**src/rtl/imem_loader_pkg.sv**
```systemverilog
// rtl/imem_loader_pkg.sv - shared types and constants for the instruction-memory loader
// Contents: loader state enum, bytes-per-word, default memory geometry
//   (also used by the top-level system so the loader and pc widths agree).
package imem_loader_pkg;

  typedef enum logic [2:0] {
    IDLE  = 3'd0,
    LEN   = 3'd1,
    DATA  = 3'd2,
    CSUM  = 3'd3,
    DONE  = 3'd4,
    ERROR = 3'd5
  } state_t;

  localparam int BYTES_PER_WORD = 4;
  localparam int DEFAULT_ADDR_W = 6;
  localparam int DEFAULT_DEPTH  = 64;

endpackage

```
**src/rtl/imem_loader_if.sv**
```systemverilog
// rtl/imem_loader_if.sv - byte-stream input and instruction-memory write port bundle
// Signals: rx_valid/rx_data/rx_ready (byte stream into the loader),
//   mem_we/mem_addr/mem_wdata (word writes out of the loader).
// Modports: slave = loader side, master = stream source / memory side.
interface imem_loader_if
  import imem_loader_pkg::*;
#(
  parameter int ADDR_W = DEFAULT_ADDR_W
);

  logic              rx_valid;
  logic [7:0]        rx_data;
  logic              rx_ready;
  logic              mem_we;
  logic [ADDR_W-1:0] mem_addr;
  logic [31:0]       mem_wdata;

  modport master (
    output rx_valid, rx_data,
    input  rx_ready, mem_we, mem_addr, mem_wdata
  );

  modport slave (
    input  rx_valid, rx_data,
    output rx_ready, mem_we, mem_addr, mem_wdata
  );

endinterface

```
**src/rtl/imem_loader_word_assembler.sv**
```systemverilog
// rtl/imem_loader_word_assembler.sv - packs accepted bytes into little-endian 32-bit words
// Ports: clk, reset (async, active-high), clear (drop partial word),
//   in_valid/in_data (accepted byte), word_valid (pulse on 4th byte),
//   word (completed word, valid while word_valid is high).
module word_assembler
  import imem_loader_pkg::*;
(
  input  logic        clk,
  input  logic        reset,
  input  logic        clear,
  input  logic        in_valid,
  input  logic [7:0]  in_data,
  output logic        word_valid,
  output logic [31:0] word
);

  logic [1:0]  cnt_q, cnt_d;
  logic [31:0] shreg_q, shreg_d;

  always_comb begin
    cnt_d   = cnt_q;
    shreg_d = shreg_q;
    if (clear) begin
      cnt_d   = '0;
      shreg_d = '0;
    end else if (in_valid) begin
      shreg_d[{cnt_q, 3'b000} +: 8] = in_data;
      // 2-bit counter wraps 3 -> 0, ready for the next word
      cnt_d = cnt_q + 2'd1;
    end
  end

  // The word is presented combinationally in the same cycle as its last byte
  // so the loader can register the memory write for the following cycle.
  assign word_valid = in_valid && !clear && (cnt_q == 2'(BYTES_PER_WORD - 1));
  assign word       = {in_data, shreg_q[23:0]};

  always_ff @(posedge clk or posedge reset) begin
    if (reset) begin
      cnt_q   <= '0;
      shreg_q <= '0;
    end else begin
      cnt_q   <= cnt_d;
      shreg_q <= shreg_d;
    end
  end

endmodule

```
**src/rtl/imem_loader.sv**
```systemverilog
// rtl/imem_loader.sv - boot loader: framed byte stream to instruction-memory writes
// Ports: clk, reset (async, active-high), start (load pulse),
//   bus (slave: rx byte stream in, mem write port out),
//   cpu_reset (low only after a good load), busy, done, err.
// Frame: L (words-1), 4*(L+1) little-endian data bytes, XOR checksum byte.
module imem_loader
  import imem_loader_pkg::*;
#(
  parameter int ADDR_W = DEFAULT_ADDR_W,
  parameter int DEPTH  = DEFAULT_DEPTH
)(
  input  logic         clk,
  input  logic         reset,
  input  logic         start,
  imem_loader_if.slave bus,
  output logic         cpu_reset,
  output logic         busy,
  output logic         done,
  output logic         err
);

  state_t            state_q, state_d;
  logic [ADDR_W-1:0] len_q, len_d;
  logic [ADDR_W-1:0] idx_q, idx_d;
  logic [7:0]        xor_q, xor_d;
  logic              mem_we_q, mem_we_d;
  logic [ADDR_W-1:0] mem_addr_q, mem_addr_d;
  logic [31:0]       mem_wdata_q, mem_wdata_d;
  logic              rx_ready_q, rx_ready_d;
  logic              cpu_reset_q, cpu_reset_d;
  logic              busy_q, busy_d;
  logic              done_q, done_d;
  logic              err_q, err_d;

  logic        accept;
  logic        asm_clear;
  logic        asm_valid;
  logic        word_valid;
  logic [31:0] word;

  assign accept    = bus.rx_valid && rx_ready_q;
  assign asm_clear = accept && (state_q == LEN);
  assign asm_valid = accept && (state_q == DATA);

  word_assembler u_word_assembler (
    .clk        (clk),
    .reset      (reset),
    .clear      (asm_clear),
    .in_valid   (asm_valid),
    .in_data    (bus.rx_data),
    .word_valid (word_valid),
    .word       (word)
  );

  always_comb begin
    state_d     = state_q;
    len_d       = len_q;
    idx_d       = idx_q;
    xor_d       = xor_q;
    mem_we_d    = 1'b0;
    mem_addr_d  = mem_addr_q;
    mem_wdata_d = mem_wdata_q;

    case (state_q)
      IDLE, DONE, ERROR: begin
        if (start) state_d = LEN;
      end
      LEN: begin
        if (accept) begin
          // An out-of-range length is clamped so the word index cannot run
          // past the memory; the checksum still covers the raw byte.
          len_d   = (int'(bus.rx_data) > DEPTH - 1) ? ADDR_W'(DEPTH - 1)
                                                    : bus.rx_data[ADDR_W-1:0];
          idx_d   = '0;
          xor_d   = bus.rx_data;
          state_d = DATA;
        end
      end
      DATA: begin
        if (accept) begin
          xor_d = xor_q ^ bus.rx_data;
          if (word_valid) begin
            mem_we_d    = 1'b1;
            mem_addr_d  = idx_q;
            mem_wdata_d = word;
            if (idx_q == len_q) state_d = CSUM;
            else                idx_d   = idx_q + 1'b1;
          end
        end
      end
      CSUM: begin
        if (accept) state_d = (xor_q == bus.rx_data) ? DONE : ERROR;
      end
      default: state_d = IDLE;
    endcase

    // Status outputs are registered from the next state so they line up
    // with the state register.
    rx_ready_d  = (state_d == LEN) || (state_d == DATA) || (state_d == CSUM);
    busy_d      = rx_ready_d;
    cpu_reset_d = (state_d != DONE);
    done_d      = (state_d == DONE);
    err_d       = (state_d == ERROR);
  end

  always_ff @(posedge clk or posedge reset) begin
    if (reset) begin
      state_q     <= IDLE;
      len_q       <= '0;
      idx_q       <= '0;
      xor_q       <= '0;
      mem_we_q    <= 1'b0;
      mem_addr_q  <= '0;
      mem_wdata_q <= '0;
      rx_ready_q  <= 1'b0;
      cpu_reset_q <= 1'b1;
      busy_q      <= 1'b0;
      done_q      <= 1'b0;
      err_q       <= 1'b0;
    end else begin
      state_q     <= state_d;
      len_q       <= len_d;
      idx_q       <= idx_d;
      xor_q       <= xor_d;
      mem_we_q    <= mem_we_d;
      mem_addr_q  <= mem_addr_d;
      mem_wdata_q <= mem_wdata_d;
      rx_ready_q  <= rx_ready_d;
      cpu_reset_q <= cpu_reset_d;
      busy_q      <= busy_d;
      done_q      <= done_d;
      err_q       <= err_d;
    end
  end

  assign bus.rx_ready  = rx_ready_q;
  assign bus.mem_we    = mem_we_q;
  assign bus.mem_addr  = mem_addr_q;
  assign bus.mem_wdata = mem_wdata_q;
  assign cpu_reset     = cpu_reset_q;
  assign busy          = busy_q;
  assign done          = done_q;
  assign err           = err_q;

endmodule

```
**src/flat_wrapper.sv**
```systemverilog
// flat-port wrapper written by rule: the top's interface ports become plain ports
module imem_loader_flat import imem_loader_pkg::*;
#(
  parameter int ADDR_W = DEFAULT_ADDR_W,
  parameter int DEPTH  = DEFAULT_DEPTH
)
  (clk, reset, start, cpu_reset, busy, done, err, bus_rx_valid, bus_rx_data, bus_rx_ready, bus_mem_we, bus_mem_addr, bus_mem_wdata);
  imem_loader_if #(.ADDR_W(ADDR_W)) bus_i ();
  input  logic clk;
  input  logic reset;
  input  logic start;
  output logic cpu_reset;
  output logic busy;
  output logic done;
  output logic err;
  input wire logic [$bits(bus_i.rx_valid)-1:0] bus_rx_valid;
  input wire logic [$bits(bus_i.rx_data)-1:0] bus_rx_data;
  output wire logic [$bits(bus_i.rx_ready)-1:0] bus_rx_ready;
  output wire logic [$bits(bus_i.mem_we)-1:0] bus_mem_we;
  output wire logic [$bits(bus_i.mem_addr)-1:0] bus_mem_addr;
  output wire logic [$bits(bus_i.mem_wdata)-1:0] bus_mem_wdata;
  assign bus_i.rx_valid = bus_rx_valid;
  assign bus_i.rx_data = bus_rx_data;
  assign bus_rx_ready = bus_i.rx_ready;
  assign bus_mem_we = bus_i.mem_we;
  assign bus_mem_addr = bus_i.mem_addr;
  assign bus_mem_wdata = bus_i.mem_wdata;
  imem_loader #(.ADDR_W(ADDR_W), .DEPTH(DEPTH)) u_core (.clk(clk), .reset(reset), .start(start), .bus(bus_i), .cpu_reset(cpu_reset), .busy(busy), .done(done), .err(err));
endmodule
```
**config.mk**
```make
export PLATFORM = sky130hd
export DESIGN_NAME = imem_loader_flat
export DESIGN_NICKNAME = d
export VERILOG_FILES = /design/src/rtl/imem_loader_pkg.sv /design/src/rtl/imem_loader_if.sv /design/src/rtl/imem_loader_word_assembler.sv /design/src/rtl/imem_loader.sv /design/src/flat_wrapper.sv
export SDC_FILE = /design/constraint.sdc
export NUM_CORES = 1
export LEC_CHECK = 0
export CAP_MARGIN = 25
export CORE_ASPECT_RATIO = 1.25
export CORE_MARGIN = 4
export CORE_UTILIZATION = 50
export CTS_CLUSTER_DIAMETER = 60
export DETAILED_ROUTE_END_ITERATION = 10
export PLACE_DENSITY = 0.79
export SLEW_MARGIN = 20
export SYNTH_ARGS = -nofsm -noshare
export SYNTH_HDL_FRONTEND = slang
export SYNTH_SLANG_ARGS = --single-unit
```
**constraint.sdc**
```tcl
create_clock -name clk -period 2.7 [get_ports clk]
set_input_delay 0.54 -clock clk [delete_from_list [all_inputs] [get_ports clk]]
set_output_delay 0.54 -clock clk [all_outputs]
set_load 0.03 [all_outputs]
```
==> summary.md <==
| Metric | Value |
|---|---|
| Hold buffer count at cts | `0` |
| Via Count | `2814` |
| Worst R2R Setup Slack | `0.71 ns` |
| Congestion Overflow GR | `0` |
| CORE AREA | `a little over 0.008 mm^2` |
| H-tree levels | `3` |
| Setup Buffers After CTS | `0` |
| Dpl ws | `0.253 ns` |
| Share of the synthesized area in the top cell type | `0.531` |
| Number of synthesized flops with an enable pin | `0` |
| Fin Clk Skew | `between 0.006 and 0.007 ns` |
| DR iter-0 viols | `117` |
| Avg Synthesized Cell Area | `12.6 um^2` |
| Share of cells above drive strength 1 | `0.209` |
| Primary FF master, synth | `dfrtp_1` |
| Setup ws final | `0.624 ns` |
| Final RePlAce weighted congestion | `0.837` |
| Largest net degree at the start of global routing | `79` |
| WL/cell | `17.8 um` |
| Initial antenna violation count | `0` |
| ANT nets after route | `0` |
| Final hold viol count | `0` |
| Peak VDD IR | `about 0.36 mV` |
| Die width | `90.8 um` |
| Setup violators final | `0` |
| Gr usage total | `0.188` |
| Top post-synthesis cells by area | `dfrtp_1 53%, mux2_4 8.4%, a22o_1 4.3%, mux2_2 4.2%, buf_6 2.6%` |
| First-pass GRT wire length | `15000 um` |
| IO Pins | `56` |
| CTS buffer count | `9` |
| CP required | `slightly below 3 ns` |
| CTS tree | `built` |
| Clock Path Buffers | `2` |
| Final Max Tran Viols | `0` |
| Pin slew with the least headroom to its limit | `0.556 ns` |
| Max Freq | `482 MHz` |
| # nets final | `410` |
| FF-to-FF path depth | `4` |
| Top-count cell post-synth | `dfrtp_1` |
| # resized after CTS | `0` |
| IO buf count | `55` |
| DP Wirelength | `around 6000 um` |
| FF/Latch Area | `0.00230 mm^2` |
| # rows | `37` |
| DP Cell Count | `479` |
| Slew HR | `0.628` |
| Via density | `5.70` |
| # diodes | `0` |
| Crit Path Max Fanout | `21` |
| Fin crit share | `0.769` |
| Post-route DRC | `0` |
| #FFs+latches synth | `between 90 and 100` |
| Router iterations before antenna repair | `4` |
| RSZ-0062 raised after global routing | `no` |
| CP Capture Type | `register` |
| Finished Layout Cells | `494` |
| Final Util | `0.616` |
| Mapped Cells | `339` |
| Startpoint types | `input port` |
| Hold_ws | `0.502 ns` |
| Starting Density | `0.517` |
| Syn Nets | `between 300 and 400` |
| FF-to-FF End | `u_core.bus.mem_wdata[26]` |
| Area overhead of the layout relative to synthesis | `19.1%` |
| Die height | `112 um` |
| Multi-input gate area | `0.00179 mm^2` |
| Unique masters post-synth | `50` |
| HP Class | `input port to asynchronous set/reset pin` |
| Crit path arrival time | `2.32 ns` |
| Sequential area share after synthesis | `0.537` |
| Tmin final | `2.08 ns` |
| Routed WL | `between 8000 and 9000 um` |
| Reg clk slew, reported paths | `0.09 ns` |
| Mapped Area | `0.00429 mm^2` |
| Fillers | `630` |
| Critical setup path kind | `input port to register` |
| Number of global-route vias before repair | `2937` |
| Die outline area | `0.0101 mm^2` |
| Static leakage | `2.28 nW` |
| Root Buffer | `clkbuf_8` |
| Pwr dens | `797 mW/mm^2` |
| CTS sink count | `92` |
| Syn. warnings | `0` |
| Max-cap viol count | `0` |
| Ys async rst share | `1.00` |
| Status | `finished clean` |
| Cell accounting for the most synthesized area | `dfrtp_1` |
| Post-synth top cells | `91 x dfrtp_1, 24 x mux2_4, 24 x nand2_1` |
| Crit Reg-Reg Startpoint | `u_core.state_q[2]` |
| Clk Latency, worst-skew pair | `about 0.36 ns` |
| Setup TNS after final layout | `0 ns` |
==> worst max-delay path by stage <==
| stage | start | slack [ns] | to |
|---|---|---|---|
| after floorplan | u_core.bus.rx_ready | 0.99 | u_core.bus.mem_wdata[24] |
| after global placement | bus_rx_valid | 0.30 | u_core.bus.mem_wdata[13] |
| after detailed placement | bus_rx_valid | 0.25 | u_core.bus.mem_wdata[24] |
| after CTS | u_core.cpu_reset | 0.61 | cpu_reset |
| after global routing | bus_rx_valid | 0.52 | u_core.idx_q[0] |
| final | bus_rx_valid | 0.62 | u_core.bus.mem_wdata[26] |
==> cells by family (layout without fill, tap and decap cells) <==
kind of cell,Yosys count,in the layout,synth area share
AO/OA/AOI/OAI,71,71,0.125
AND/OR/NAND/NOR,82,82,0.111
XOR/XNOR,15,15,0.0306
buffers and inverters,30,88,0.0458
adder cells (fa/ha/maj),5,5,0.0146
multiplexers,44,44,0.135
flip-flops,92,92,0.537
==> critical path: stages <==
cell and delay, ns:
clkdlybuf4s50_1 0.49, and3b_1 0.43, and2_2 0.29, buf_12 0.19, mux2_2 0.35
==> per-layer routing <==
| metal | vias up | GRT usage | routed length [um] |
|---|---|---|---|
| li1 | 1320 | - | - |
| met1 | 1423 | 0.245 | 3770 |
| met2 | 63 | 0.302 | 4510 |
| met3 | 8 | 0.0372 | 381 |
| met4 | 0 | 0.0895 | 130 |
| met5 | - | 0 | 0 |
==> where the power goes <==
part           switching, mW  internal [mW]  total [mW]
registers              0.263           1.62        1.88
clock network          0.466          0.405       0.871
logic                  0.746          0.568        1.31
total                   1.47           2.59        4.07
==> stage by stage <==
stage	total power [mW]	instance area (um^2)
5_1_grt	4.35	5110
2_1_floorplan	2.91	4290
4_1_cts	4.10	5110
6_report	4.07	5110
3_3_place_gp	3.17	4920
3_5_place_dp	3.23	4920
==> registers in the layout, summed over array words and instances (netlist names), 2 cells and up <==
register	cells
u_core.bus.mem_wdata	32
u_core.u_word_assembler.shreg_q	24
u_core.xor_q	8
u_core.bus.mem_addr	6
u_core.idx_q	6
u_core.len_q	6
u_core.state_q	3
u_core.u_word_assembler.cnt_q	2
==> cells in the final DEF, fill, tap and decap left out, drive strengths merged, types with 4 or more instances in the layout <==
master,instances
a211oi,13
dfrtp,91
nand3,8
clkdlybuf4s50,55
nand2,24
a21oi,14
ha,5
nor3,10
xor2,6
nand2b,6
xnor2,9
a22o,21
clkbuf,12
nor2,13
o21ai,8
mux2,40
o22ai,8
mux2i,4
buf,13
==> area by class of cell <==
type,count,area share
Tap cell,97,0.0238
Clock inverter,3,0.00416
Sequential cell,92,0.451
Timing Repair Buffer,68,0.134
Clock buffer,12,0.0323
Inverter,5,0.00441
Multi-Input combinational cell,217,0.350
Note: power is estimated with default switching activity, not from simulation.
